<file path="src/rtl/neuron_mac.sv">
// neuron_mac: multiply-accumulate datapath for one MLP neuron.
// Streams numWeight signed activations, reads the matching weight from the
// neuron's weight memory (1-cycle read latency), accumulates the products,
// adds the bias and emits one signed sum per vector with a 1-cycle pulse.
// Optional feature macro: NEURON_SAT_EN (saturating accumulate and bias add);
// when it is undefined both adds wrap as plain two's complement.
module neuron_mac #(
    parameter int numWeight    = 784,
    parameter int addressWidth = 10,
    parameter int dataWidth    = 16
) (
    input  logic                            clk,
    input  logic                            rst_n,
    input  logic                            in_valid,
    input  logic signed [dataWidth-1:0]     in_data,
    output logic                            in_ready,
    output logic                            w_ren,
    output logic        [addressWidth-1:0]  w_radd,
    input  logic signed [dataWidth-1:0]     w_in,
    input  logic signed [2*dataWidth-1:0]   bias,
    output logic                            out_valid,
    output logic signed [2*dataWidth-1:0]   out_data
);

    localparam int AW = 2 * dataWidth;
    localparam logic signed [AW-1:0] SUM_MAX = {1'b0, {(AW-1){1'b1}}};
    localparam logic signed [AW-1:0] SUM_MIN = {1'b1, {(AW-1){1'b0}}};
    localparam logic [addressWidth-1:0] LAST_ADDR = addressWidth'(numWeight - 1);

    typedef enum logic [1:0] {
        ACCEPT = 2'd0,
        W1     = 2'd1,
        W2     = 2'd2,
        OUT    = 2'd3
    } state_t;

    state_t                   state;
    state_t                   state_next;
    logic [addressWidth-1:0]  cnt;
    logic                     accept;
    logic signed [dataWidth-1:0] d1;
    logic                     v1;
    logic signed [AW-1:0]     prod;
    logic                     v2;
    logic signed [AW-1:0]     acc;

    // Sum of two accumulator-width values, clamped or wrapped by build option.
    function automatic logic signed [AW-1:0] add_sum(
        input logic signed [AW-1:0] a,
        input logic signed [AW-1:0] b
    );
`ifdef NEURON_SAT_EN
        logic signed [AW:0] s;
        s = {a[AW-1], a} + {b[AW-1], b};
        if (s[AW] != s[AW-1])
            return s[AW] ? SUM_MIN : SUM_MAX;
        else
            return s[AW-1:0];
`else
        return a + b;
`endif
    endfunction

    assign in_ready = (state == ACCEPT);
    assign accept   = in_valid & in_ready;
    // The weight memory samples enable and address on the accepting edge.
    assign w_ren    = accept;
    assign w_radd   = cnt;

    // State register.
    always_ff @(posedge clk or negedge rst_n) begin
        if (!rst_n)
            state <= ACCEPT;
        else
            state <= state_next;
    end

    // Next state: stay in ACCEPT until the last input, then three drain cycles.
    always_comb begin
        state_next = state;
        case (state)
            ACCEPT:  if (accept && cnt == LAST_ADDR) state_next = W1;
            W1:      state_next = W2;
            W2:      state_next = OUT;
            OUT:     state_next = ACCEPT;
            default: state_next = ACCEPT;
        endcase
    end

    // Weight address counter, wrapping after the last input of a vector.
    always_ff @(posedge clk or negedge rst_n) begin
        if (!rst_n)
            cnt <= '0;
        else if (accept)
            cnt <= (cnt == LAST_ADDR) ? '0 : cnt + addressWidth'(1);
    end

    // Align input with the weight arriving one cycle later, then multiply.
    always_ff @(posedge clk or negedge rst_n) begin
        if (!rst_n) begin
            d1   <= '0;
            v1   <= 1'b0;
            prod <= '0;
            v2   <= 1'b0;
        end else begin
            d1   <= in_data;
            v1   <= accept;
            prod <= d1 * w_in;
            v2   <= v1;
        end
    end

    // Accumulate valid products; clear once the result has been taken in OUT.
    always_ff @(posedge clk or negedge rst_n) begin
        if (!rst_n)
            acc <= '0;
        else if (state == OUT)
            acc <= '0;
        else if (v2)
            acc <= add_sum(acc, prod);
    end

    // Result register: bias add in OUT with a single-cycle valid pulse.
    always_ff @(posedge clk or negedge rst_n) begin
        if (!rst_n) begin
            out_valid <= 1'b0;
            out_data  <= '0;
        end else begin
            out_valid <= (state == OUT);
            if (state == OUT)
                out_data <= add_sum(acc, bias);
        end
    end

endmodule
</file>
<file path="config.mk">
export PLATFORM = sky130hd
export DESIGN_NAME = neuron_mac
export DESIGN_NICKNAME = d
export VERILOG_FILES = /design/src/rtl/neuron_mac.sv
export SDC_FILE = /design/constraint.sdc
export NUM_CORES = 1
export LEC_CHECK = 0
export ABC_AREA = 1
export ABC_CLOCK_PERIOD_IN_PS = 7600
export CORE_ASPECT_RATIO = 1.1
export CORE_UTILIZATION = 38
export CTS_CLUSTER_DIAMETER = 150
export DETAILED_ROUTE_END_ITERATION = 8
export DONT_BUFFER_PORTS = 1
export SYNTH_ARGS = -nofsm -noshare
export SYNTH_HDL_FRONTEND = slang
export SYNTH_SLANG_ARGS = --single-unit
</file>
<file path="constraint.sdc">
create_clock -name clk -period 7.6 [get_ports clk]
set_input_delay 1.52 -clock clk [delete_from_list [all_inputs] [get_ports clk]]
set_output_delay 1.52 -clock clk [all_outputs]
set_load 0.02 [all_outputs]
</file>
==> results.yml, run 1 <==
sta:
  hold_violations: 0
  drv_slew: 0
  max_freq_mhz: 158.6
  max_slew.worst_pin.slew_ns: 1.080
  finalCriticalPeriod_ns: 6.306
  rsz0062_at_grt: "false"
  finalClockSkew_ns: 0.01505
  fin_crit_sh_pct: 82.98
  setup_violations: 0
  slew_headroom_pct: 27.55
  fin_tns_setup_ns: 0
  worst_hold_slack_ns: 0.3527
cts:
  cts_resized: 0
  clock_insertion_delay_worst_skew_ns: 0.48
  clockRootBuffer: "clkbuf_16"
  numCtsBuffers: 17
  cts_tree: "done"
  path_clk_slew_ns: 0.07
  h-tree-depth: 4
  clock_path_buffers: 2
  postCtsSetupBuffers: 0
  hold_buffers: 0
  clock_sinks: 127
synthesis:
  yosys.cell_types.count: 40
  netlist_instances: 2741
  synth_top_area_cell: "fa_1"
  synth_area_um2: 19620
  synth_top_area_share_pct: 26.93
  syn_nets: 3220
  avgSynthCellArea_um2: 7.159
  ys_warn_count: 0
  seq_area_frac_synth_pct: 16.19
  ys_seq_elements: 127
  synthTopCellsByArea: "fa_1, nand2_1, dfrtp_1, inv_1, ha_1"
final_layout:
  final_nets: 3172
  mostFrequentLayoutCell: "nand2_1"
  fin_util_pct: 41.11
  final_area_um2: 20790
  layout-drive-gt1-share_pct: 3.882
  final_cell_mix: "nand2_1, inv_1, fa_1, ha_1, nand3_1"
  syn_to_final_growth_pct: 5.936
  diodes: 0
die:
  die_w_um: 218.7
  ios: 112
  die_h_um: 240.3
  start_util_pct: 38.80
  rows: 86
  die_area_um2: 52560
  coreArea_um2: 50570
global_routing:
  grt_usage_pct: 20.86
  grt_pass1_wl_mm: 85.33
  grt_pass1_vias: 16940
  gr-total-overflow: 0
  grt_max_degree: 128
  grt_antenna_before_repair: 0
place:
  dp_hpwl_mm: 43.60
  place_congestion: 0.9259
  io_buffers: 0
  placed_cell_area_um2: 20210
route:
  wire_per_inst_um: 15.39
  postRouteAntennaNets: 0
  first_iter_violations: 762
  wirelength_mm: 51.80
  post-route-drc-count: 0
  first_pass_iters: 5
  vias_per_cell: 4.775
  num_vias: 16070
setup_path:
  crit_path_frequent_cell: "fa_1"
  critPathMaxFanout: 16
  critPathArrivalTime_ns: 6.68
  max_stage_delay_ns: 0.91
  critical_path_class: "input pin to flop"
  required_ns: 7.97
  crit_cells: 16
  end_kind: "flop"
  path_cells: "nand2_1 -> inv_1 -> fa_1 -> fa_1 -> fa_1 -> fa_1 -> fa_1 -> inv_1 -> fa_1 -> inv_1 -> ha_1 -> a21oi_1 -> a21boi_0 -> nand2_1 -> nand3b_1 -> xor2_1"
  critPathTopFamily: "adder cells"
  worst_r2r_path_depth: 16
  critPathBufInv: 3
  slowest_stage: "fa_1"
  start_kind: "input pin"
run:
  cap_violations: 0
min_path:
  hp-class: "flop to flop"
  whs_path_depth: 0
outcome:
  outcome: "complete, no violations"
==> worst paths after layout <==
path / from / endpoint / slack (ns)
max in group asynchronous: rst_n / d1[6]$_DFF_PN0_ / 6.68
max reg2reg: d1[15]$_DFF_PN0_ / prod[23]$_DFF_PN0_ / 1.49
min: v1$_DFF_PN0_ / v2$_DFF_PN0_ / 0.35
min reg2reg: v1$_DFF_PN0_ / v2$_DFF_PN0_ / 0.35
max: w_in[1] / prod[23]$_DFF_PN0_ / 1.29
min in group asynchronous: rst_n / out_data[22]$_DFFE_PN0P_ / 0.74
==> cell families after synthesis <==
kind of cell	share of synthesized area, %
adder cells (fa/ha/maj)	36.37
buffers and inverters	14.17
AND/OR/NAND/NOR	26.57
XOR/XNOR	2.142
flip-flops	16.19
AO/OA/AOI/OAI	4.552
==> registers in the layout, indices dropped and copies added (netlist names) <==
| signal | flops |
|---|---|
| v1 | 1 |
| v2 | 1 |
| w_radd | 10 |
| out_data | 32 |
| prod | 32 |
| acc | 32 |
| out_valid | 1 |
| d1 | 16 |
| state | 2 |
==> per-stage QoR <==
stage	cells	setup WS, ns
floorplan	2741	0.9132
global placement	3334	0.8964
detailed placement	3334	0.8004
CTS	3365	1.331
global route	3365	1.027
finish	3365	1.294
==> cell type report <==
cell class                 count  area [um^2]
multi-input combinational   1874        13660
tap                          660        825.8
clock inverter                14        157.7
clock buffer                  17        425.4
fill                        5194        29780
timing repair buffer           3        22.52
inverter                     670         2515
sequential                   127         3178
==> synth_stat cells, drive strengths merged <==
cell,n
nor2,128
a21boi,2
o311ai,1
a22o,1
xor2,18
buf,6
o21bai,15
a211oi,1
nand3,129
nand4,23
nand3b,4
and2,14
clkinv,1
xnor2,30
ha,148
a21oi,85
a21o,5
clkbuf,64
inv,669
and3,3
nand2,915
nor3,23
o21ai,52
fa,264
o21a,1
a31oi,1
dfrtp,127
or2,11
==> per-layer routing <==
layer,routed length (um),track usage [%],part of all wire [%],vias up
met5,0,0,0,-
met4,1404,7.849,2.7,0
met3,2326,3.213,4.5,88
met2,26630,38.30,51,369
met1,21440,24.19,41,7629
li1,-,-,-,7983
Power of run 1 is left out: the tool's default activity adds up to more than one toggle a clock period on the data nets, which glitch-free logic cannot reach.
==> run 2, diff against run 1 <==
- ABC_CLOCK_PERIOD_IN_PS: 7600 -> 5120
- clock period: 7.6 -> 5.12 ns (I/O delays scaled with it)
==> results.yml, run 2 (synthesized netlist as in run 1, its figures left out) <==
outcome:
  outcome: "finished, violations left"
  failed_checks: "negative setup slack"
sta:
  max_freq_mhz: 189.4
  finalCriticalPeriod_ns: 5.280
  drv_slew: 0
  setup_violations: 13
  rsz0062_at_grt: "true"
  hold_violations: 0
  fin_crit_sh_pct: 103.1
  slew_headroom_pct: 30.81
  worst_slack_ns: -0.1599
  max_slew.worst_pin.slew_ns: 1.032
  finalClockSkew_ns: 0.01332
cts:
  path_clk_slew_ns: 0.07
  clock_sinks: 127
  hold_buffers: 0
  clockRootBuffer: "clkbuf_16"
  clock_path_buffers: 2
  cts_tree: "done"
  clock_insertion_delay_worst_skew_ns: 0.48
  h-tree-depth: 4
  numCtsBuffers: 17
final_layout:
  mostFrequentLayoutCell: "nand2_1"
  reg_top3: "acc: 32 flops, out_data: 32 flops, prod: 32 flops"
  nFillCells: 5018
  regArea_um2: 3191
  syn_to_final_growth_pct: 19.17
  multi_input_comb_area_um2: 14720
  final_nets: 3338
  stdcell_count: 3533
  layout-drive-gt1-share_pct: 17.06
  final_cell_mix: "nand2_1, inv_1, fa_1, buf_4, ha_1"
route:
  wire_per_inst_um: 15.51
  num_vias: 16860
  postRouteAntennaNets: 0
  post-route-drc-count: 0
  first_pass_iters: 5
  vias_per_cell: 4.773
  wirelength_mm: 54.80
  first_iter_violations: 842
setup_path:
  rr_startpoint: "d1[15]$_DFF_PN0_"
  critPathArrivalTime_ns: 5.65
  r2r_slack_ns: -0.16
  critPathMaxFanout: 8
  critical_path_class: "flop to flop"
  required_ns: 5.49
  end_kind: "flop"
  cp-startpoint: "d1[15]$_DFF_PN0_"
  r2r-end: "prod[28]$_DFF_PN0_"
  crit_end: "prod[28]$_DFF_PN0_"
  worst_r2r_path_depth: 17
  start_kind: "flop"
global_routing:
  grt_antenna_before_repair: 1
  grt_pass1_vias: 18010
  grt_max_degree: 128
  grt_pass1_wl_mm: 90.73
  gr-total-overflow: 0
  grt_usage_pct: 22.11
min_path:
  hp-class: "input pin to async pin"
run:
  cap_violations: 0
die:
  die_h_um: 240.3
  ios: 112
  die_area_um2: 52560
  coreArea_um2: 50570
  rows: 86
  start_util_pct: 38.80
  die_w_um: 218.7
place:
  dp_hpwl_mm: 45.82
  place_congestion: 0.9242
  dp_cells: 3463
  io_buffers: 0
-- run 2: cell types whose count changed in the layout (fill, tap and decap cells not counted), sizes merged --
cell      change
buf         +166
bufinv        -1
clkbuf        +1
clkinv        +2
clkinvlp      -3
diode         +1
inv           +2
-- run 2: layout make-up --
cell class	count	area share, %
clock inverter	14	0.6206
clock buffer	18	1.878
tap	660	3.531
sequential	127	13.64
timing repair buffer	169	6.570
antenna	1	0.01070
multi-input combinational	1874	62.95
inverter	670	10.80
-- run 2: worst min path at each step --
stage	from	end	slack (ns)	depth (start not counted)
global route	rst_n	out_data[22]$_DFFE_PN0P_	0.21	0
CTS	rst_n	out_data[22]$_DFFE_PN0P_	0.20	0
detailed placement	v1$_DFF_PN0_	v2$_DFF_PN0_	0.34	0
global placement	v1$_DFF_PN0_	v2$_DFF_PN0_	0.34	0
finish	rst_n	out_data[22]$_DFFE_PN0P_	0.24	0
floorplan	v1$_DFF_PN0_	v2$_DFF_PN0_	0.33	0
-- run 2: worst max-delay path, stage by stage (launching register included) --
cell and delay, ns:
dfrtp_1 0.40, buf_12 0.16, nand2_2 0.06, inv_2 0.04, fa_2 0.64, fa_2 0.57, buf_6 0.17, fa_1 0.49
fa_1 0.52, fa_1 0.57, fa_1 0.46, ha_4 0.32, nand2_1 0.08, buf_4 0.16, nor3_2 0.26, nand3_2 0.13
nand4_1 0.09, nand2_1 0.05
-- run 2: layer usage --
metal	wire length (um)	global-route usage (%)	vias up
met2	28670	41.10	333
met1	23010	25.89	8124
met5	0	0	-
met3	1857	3.390	77
met4	1252	6.587	0
li1	-	-	8328
-- run 2: per-stage QoR --
stage | TNS (ns) | utilization (%) | worst slack, ns | hold slack, ns | cell area [um^2]
after floorplan | -7.936 | - | -0.6087 | 0.3312 | 20280
after global placement | -11.23 | 42.92 | -0.6830 | 0.3403 | 21710
after detailed placement | -12.43 | 42.92 | -0.7605 | 0.3355 | 21710
after CTS | -1.332 | 45.13 | -0.1491 | 0.2027 | 22820
after global routing | -4.460 | 46.24 | -0.3533 | 0.2068 | 23380
final | -1.393 | 46.24 | -0.1599 | 0.2390 | 23390
-- run 2: timing repair --
item,4_1_cts,5_1_grt
resized for setup,101,128
pin swaps,59,81
setup endpoints to repair,19,22
gates cloned,0,0
buffers inserted,24,13
Power of run 2 is left out for the same reason.
==> variant 1 (config.mk and constraints of run 2) <==
Change the parameter `addressWidth` from 10 to 8.
--- a/src/rtl/neuron_mac.sv
+++ b/src/rtl/neuron_mac.sv
@@ -6,7 +6,7 @@
 // when it is undefined both adds wrap as plain two's complement.
 module neuron_mac #(
     parameter int numWeight    = 784,
-    parameter int addressWidth = 10,
+    parameter int addressWidth = 8,
     parameter int dataWidth    = 16
 ) (
     input  logic                            clk,
Interface: changed (resized w_radd); port bits go from 112 to 110. No check against the original RTL was run, so the function may have changed too.
==> variant 1 against run 2 <==
  * The flow still finishes with violations (setup timing)
  * Die area is 0.17% lower
  * Critical path type unchanged
  * Worst setup slack worse by 0.043 ns
  * Synthesized area decreased by 0.17%
  * Highest routed layer unchanged
  * Cell area fell by 1.4%
  * Sequential share of layout area hardly changed
  * Sequential cell count shrank 2
  * Routed wire length rose by 0.62%
Power is not shown: default switching activity piles up to over one toggle a cycle in this logic, so the estimate is an artifact.
==> variant 1: results (changes against run 2) <==
** Outcome
- Run status :: complete, but fails checks
- Violations in the final reports :: setup timing

** Drt
- Post-detailed-routing wire length :: 55.1 mm (+0.62%)
- Post-Route M1 WL :: 22.7 mm (-1.6%)
- 1st-pass router iterations :: 6 (+1)
- The post-detailed-route wirelength per cell came to 15.7 um (+1.2%).
- The routed via count came to 16900 (+0.29%).
- Met2 routed wirelength :: 29.0 mm (+1.1%)

** STA
- The clock skew is 0.0145 ns (+0.00121 ns).
- The worst setup slack after layout is -0.203 ns (-0.0428 ns).
- Total Neg Setup Slack :: -1.47 ns (-0.0761 ns)
- Worst hold slack across all endpoints :: 0.245 ns (+0.00587 ns)
- The number of setup violations in the final report was 12 (-1).

** Global route
- The initial antenna violation count is 0 (-1).
- The via count of the first global-routing pass is 18200 (+0.98%).
- Maximum number of pins on one net before global-route repair :: 126 (-1.6%)
- First-pass GRT wire length :: 90.6 mm (-0.14%)
- The global-route usage over all layers came to 22.1% (-0.025 points).
- The met2 track demand over resource was 41.4% (+0.26 points).
- The met1 usage in global routing came to 25.5% (-0.39 points).

** Yosys
- The distinct cell type count of the synthesized netlist came to 35 (-13%).
- Share of synthesized area occupied by flip-flops and latches :: 16.0% (-0.23 points)
- Synth cell count leaders :: sky130_fd_sc_hd__nand2_1, sky130_fd_sc_hd__inv_1, sky130_fd_sc_hd__fa_1
- Post-Syn Instances :: 2742 (+0.036%)
- The net count of the mapped netlist is 3221 (+0.031%).
- Synth area leaders :: sky130_fd_sc_hd__fa_1, sky130_fd_sc_hd__nand2_1, sky130_fd_sc_hd__dfrtp_1, sky130_fd_sc_hd__inv_1, sky130_fd_sc_hd__ha_1

** Final layout
- Number of diodes added for antenna fixing :: 0 (-1)

** Clock network
- Setup repair bufs after CTS :: 8 (-67%)
- The post-cts sizing count came to 60 (-41%).

** Placement
- The post-detailed-placement cell area was 21600 um^2 (-0.28%).
- Total half-perimeter wirelength after legalization and detailed placement :: 45.9 mm (+0.26%)

** Worst setup path
- End point of the critical path :: prod[25]$_DFF_PN0_
- The largest driver fanout on the critical path is 5 (-3).
-- variant 1: changes by cell type in the layout (fill, tap and decap cells not counted), moves of 6 or more --
| cell | delta |
|---|---|
| sky130_fd_sc_hd__buf_6 | -17 |
| sky130_fd_sc_hd__nand2_1 | +15 |
| sky130_fd_sc_hd__a21oi_1 | -11 |
| sky130_fd_sc_hd__inv_2 | -11 |
| sky130_fd_sc_hd__nor2_2 | +11 |
| sky130_fd_sc_hd__nand2_4 | -9 |
| sky130_fd_sc_hd__inv_1 | +8 |
| sky130_fd_sc_hd__nor2_4 | -8 |
| sky130_fd_sc_hd__o21ai_1 | -8 |
| sky130_fd_sc_hd__a21oi_2 | +7 |
| sky130_fd_sc_hd__xor2_1 | +6 |
-- variant 1: final cells by class --
class,count,area (um^2)
multi-input cells,1878,14600
repair buffers,149,1320
flip-flops and latches,125,3140
inverters,669,2530
well taps,660,826
fillers,5004,27400
clock buffers,17,425
clock inverters,15,173
==> variant 2 (flow settings as in run 2) <==
Without the edit above. Re-encode `state_t` (4 states) as one-hot, 4 bits wide.
--- a/src/rtl/neuron_mac.sv
+++ b/src/rtl/neuron_mac.sv
@@ -27,11 +27,11 @@
     localparam logic signed [AW-1:0] SUM_MIN = {1'b1, {(AW-1){1'b0}}};
     localparam logic [addressWidth-1:0] LAST_ADDR = addressWidth'(numWeight - 1);
 
-    typedef enum logic [1:0] {
-        ACCEPT = 2'd0,
-        W1     = 2'd1,
-        W2     = 2'd2,
-        OUT    = 2'd3
+    typedef enum logic [3:0] {
+        ACCEPT = 4'b0001,
+        W1     = 4'b0010,
+        W2     = 4'b0100,
+        OUT    = 4'b1000
     } state_t;
 
     state_t                   state;
Check against the original RTL: same outputs for any inputs over 10 cycles, from zero or initial values and one cycle with rst_n low; not proved beyond that.
==> variant 2 against run 2 <==
  * The run still ends with setup timing left
  * Critical endpoint is now prod[24]$_DFF_PN0_
  * Count of clock-buffer cells in the layout fell by 1
  * Cell area rose by 0.66%
  * Critical path type unchanged
  * Sequential cell count rose by 2
  * Critical path depth rose by 5
  * First-iteration DRC count rose by 5.8%
  * Final cell count rose by 1.1%
  * Worst setup slack got worse by 0.099 ns
  * Clock skew rose by 0.00069 ns
  * Routed wire length rose by 1.6%
  * Synthesized area rose by 0.32%
Power is not shown: default switching activity piles up to over one toggle a cycle in this logic, so the estimate is an artifact.
==> variant 2: results (changes against run 2) <==
** Yosys
- Synth area leaders :: sky130_fd_sc_hd__fa_1, sky130_fd_sc_hd__nand2_1, sky130_fd_sc_hd__dfrtp_1, sky130_fd_sc_hd__inv_1, sky130_fd_sc_hd__ha_1
- Share of synthesized area occupied by flip-flops and latches :: 16.4% (+0.21 points)
- Synthesized-area fraction occupied by adder cells :: 36.1% (-0.31 points)
- Post-Syn Instances :: 2765 (+0.88%)
- Distinct cell type count after synthesis :: 42 (+5.0%)
- Area share of xor/xnor cells in the synthesized design :: 1.74% (-0.41 points)

** STA
- The worst relative slew slack was 38.7% (+7.9 points).
- Final setup fails :: 14 (+1)
- PnR worst setup slack :: -0.259 ns (-0.0994 ns)
- The clock skew came to 0.0140 ns (+0.000690 ns).

** Global route
- Met3 demand-to-capacity share in global routing :: 3.00% (-0.39 points)
- The largest net degree at the start of global routing was 130 (+1.6%).
- The global-route usage over all layers is 22.2% (+0.071 points).
- First-pass GRT wire length :: 90.9 mm (+0.17%)
- Met2 routing resource usage after global routing :: 40.7% (-0.42 points)
- Initial antenna violation count :: 0 (-1)
- Met1 layer usage reported by global route :: 26.5% (+0.62 points)
- Via count of the first global-routing pass :: 18000 (-0.056%)

** Placement
- Routability congestion estimate :: 0.919 (-0.52%)
- The setup slack after placement came to -0.754 ns (+0.00681 ns).
- The total placed cells including tap cells came to 3498 (+1.0%).

** Final layout
- The net total in the final layout was 3368 (+0.90%).
- Number of fill cells :: 5009 (-0.18%)
- The total inserted antenna cells came to 0 (-1).
- Share of final-layout standard cells stronger than drive strength 1 :: 17.0% (-0.022 points)

** Worst setup path
- Worst Path Arrival :: 5.74 ns (+0.09 ns)
- End point of the critical path :: prod[24]$_DFF_PN0_
- The number of cells on the worst reg-to-reg path is 22 (+5).
- The largest driver fanout on the critical path was 5 (-3).
- Stage delay of the slowest cell on the critical path :: 0.60 ns (-0.04 ns)

** Drt
- The routed via count came to 17100 (+1.5%).
- Per-cell via count in the routed design :: 4.79 (+0.40%)
- Starting DRC count in detailed routing :: 891 (+5.8%)

** Outcome
- The final reports fail on setup timing.
- Run status :: complete, but fails checks
-- variant 2: changes by cell type in the layout (fill, tap and decap cells not counted), moves of 7 or more --
cell,change
sky130_fd_sc_hd__nand2_1,+27
sky130_fd_sc_hd__nand3_1,+11
sky130_fd_sc_hd__xnor2_1,-14
sky130_fd_sc_hd__nor3_1,+7
sky130_fd_sc_hd__nand2_2,-8
sky130_fd_sc_hd__xor2_1,+7
-- variant 2: repair_timing --
action / 4_1_cts / 5_1_grt
pin swaps: 77 / 85
hold endpoints to repair: 0 / 0
setup buffers: 22 / 22
hold buffers: 0 / 0
setup endpoints to repair: 19 / 22
gates resized for setup: 116 / 138
-- variant 2: worst min-delay path by stage --
stage,start,end,slack [ns]
2_1_floorplan,v1$_DFF_PN0_,v2$_DFF_PN0_,0.33
3_3_place_gp,v1$_DFF_PN0_,v2$_DFF_PN0_,0.33
3_5_place_dp,v1$_DFF_PN0_,v2$_DFF_PN0_,0.34
4_1_cts,rst_n,out_data[14]$_DFFE_PN0P_,0.22
5_1_grt,rst_n,out_data[14]$_DFFE_PN0P_,0.23
6_report,rst_n,out_data[14]$_DFFE_PN0P_,0.25
-- variant 2: area by class of cell --
type,count,area [um^2],share of cell area (%)
Sequential cell,129,3240,13.8
Timing Repair Buffer,177,1570,6.68
Clock inverter,15,168,0.712
Clock buffer,17,425,1.81
Multi-Input combinational cell,1894,14700,62.7
Tap cell,667,835,3.55
Inverter,673,2550,10.8
-- variant 2: per-stage QoR --
stage / area (um^2) / hold WS (ns)
detailed placement: 21700 / 0.339
CTS: 22900 / 0.218
global route: 23500 / 0.227
finish: 23500 / 0.253
floorplan: 20300 / 0.331
global placement: 21700 / 0.333
-- variant 2: kinds of logic (layout without fill, tap and decap cells) --
| group | count (synthesis) | count (layout) |
|---|---|---|
| DFF | 129 | 129 |
| xor gates and xnor gates | 39 | 39 |
| adders and majority gates | 409 | 409 |
| and+or+nand+nor | 1290 | 1290 |
| buffers and inverters | 742 | 882 |
| AOI/OAI and AO/OA | 156 | 156 |
-- variant 2: per-layer routing --
metal | up-vias | share of wire, %
li1 | 8438 | -
met1 | 8241 | 42
met2 | 346 | 52
met3 | 91 | 3.6
met4 | 0 | 2.6
met5 | - | 0
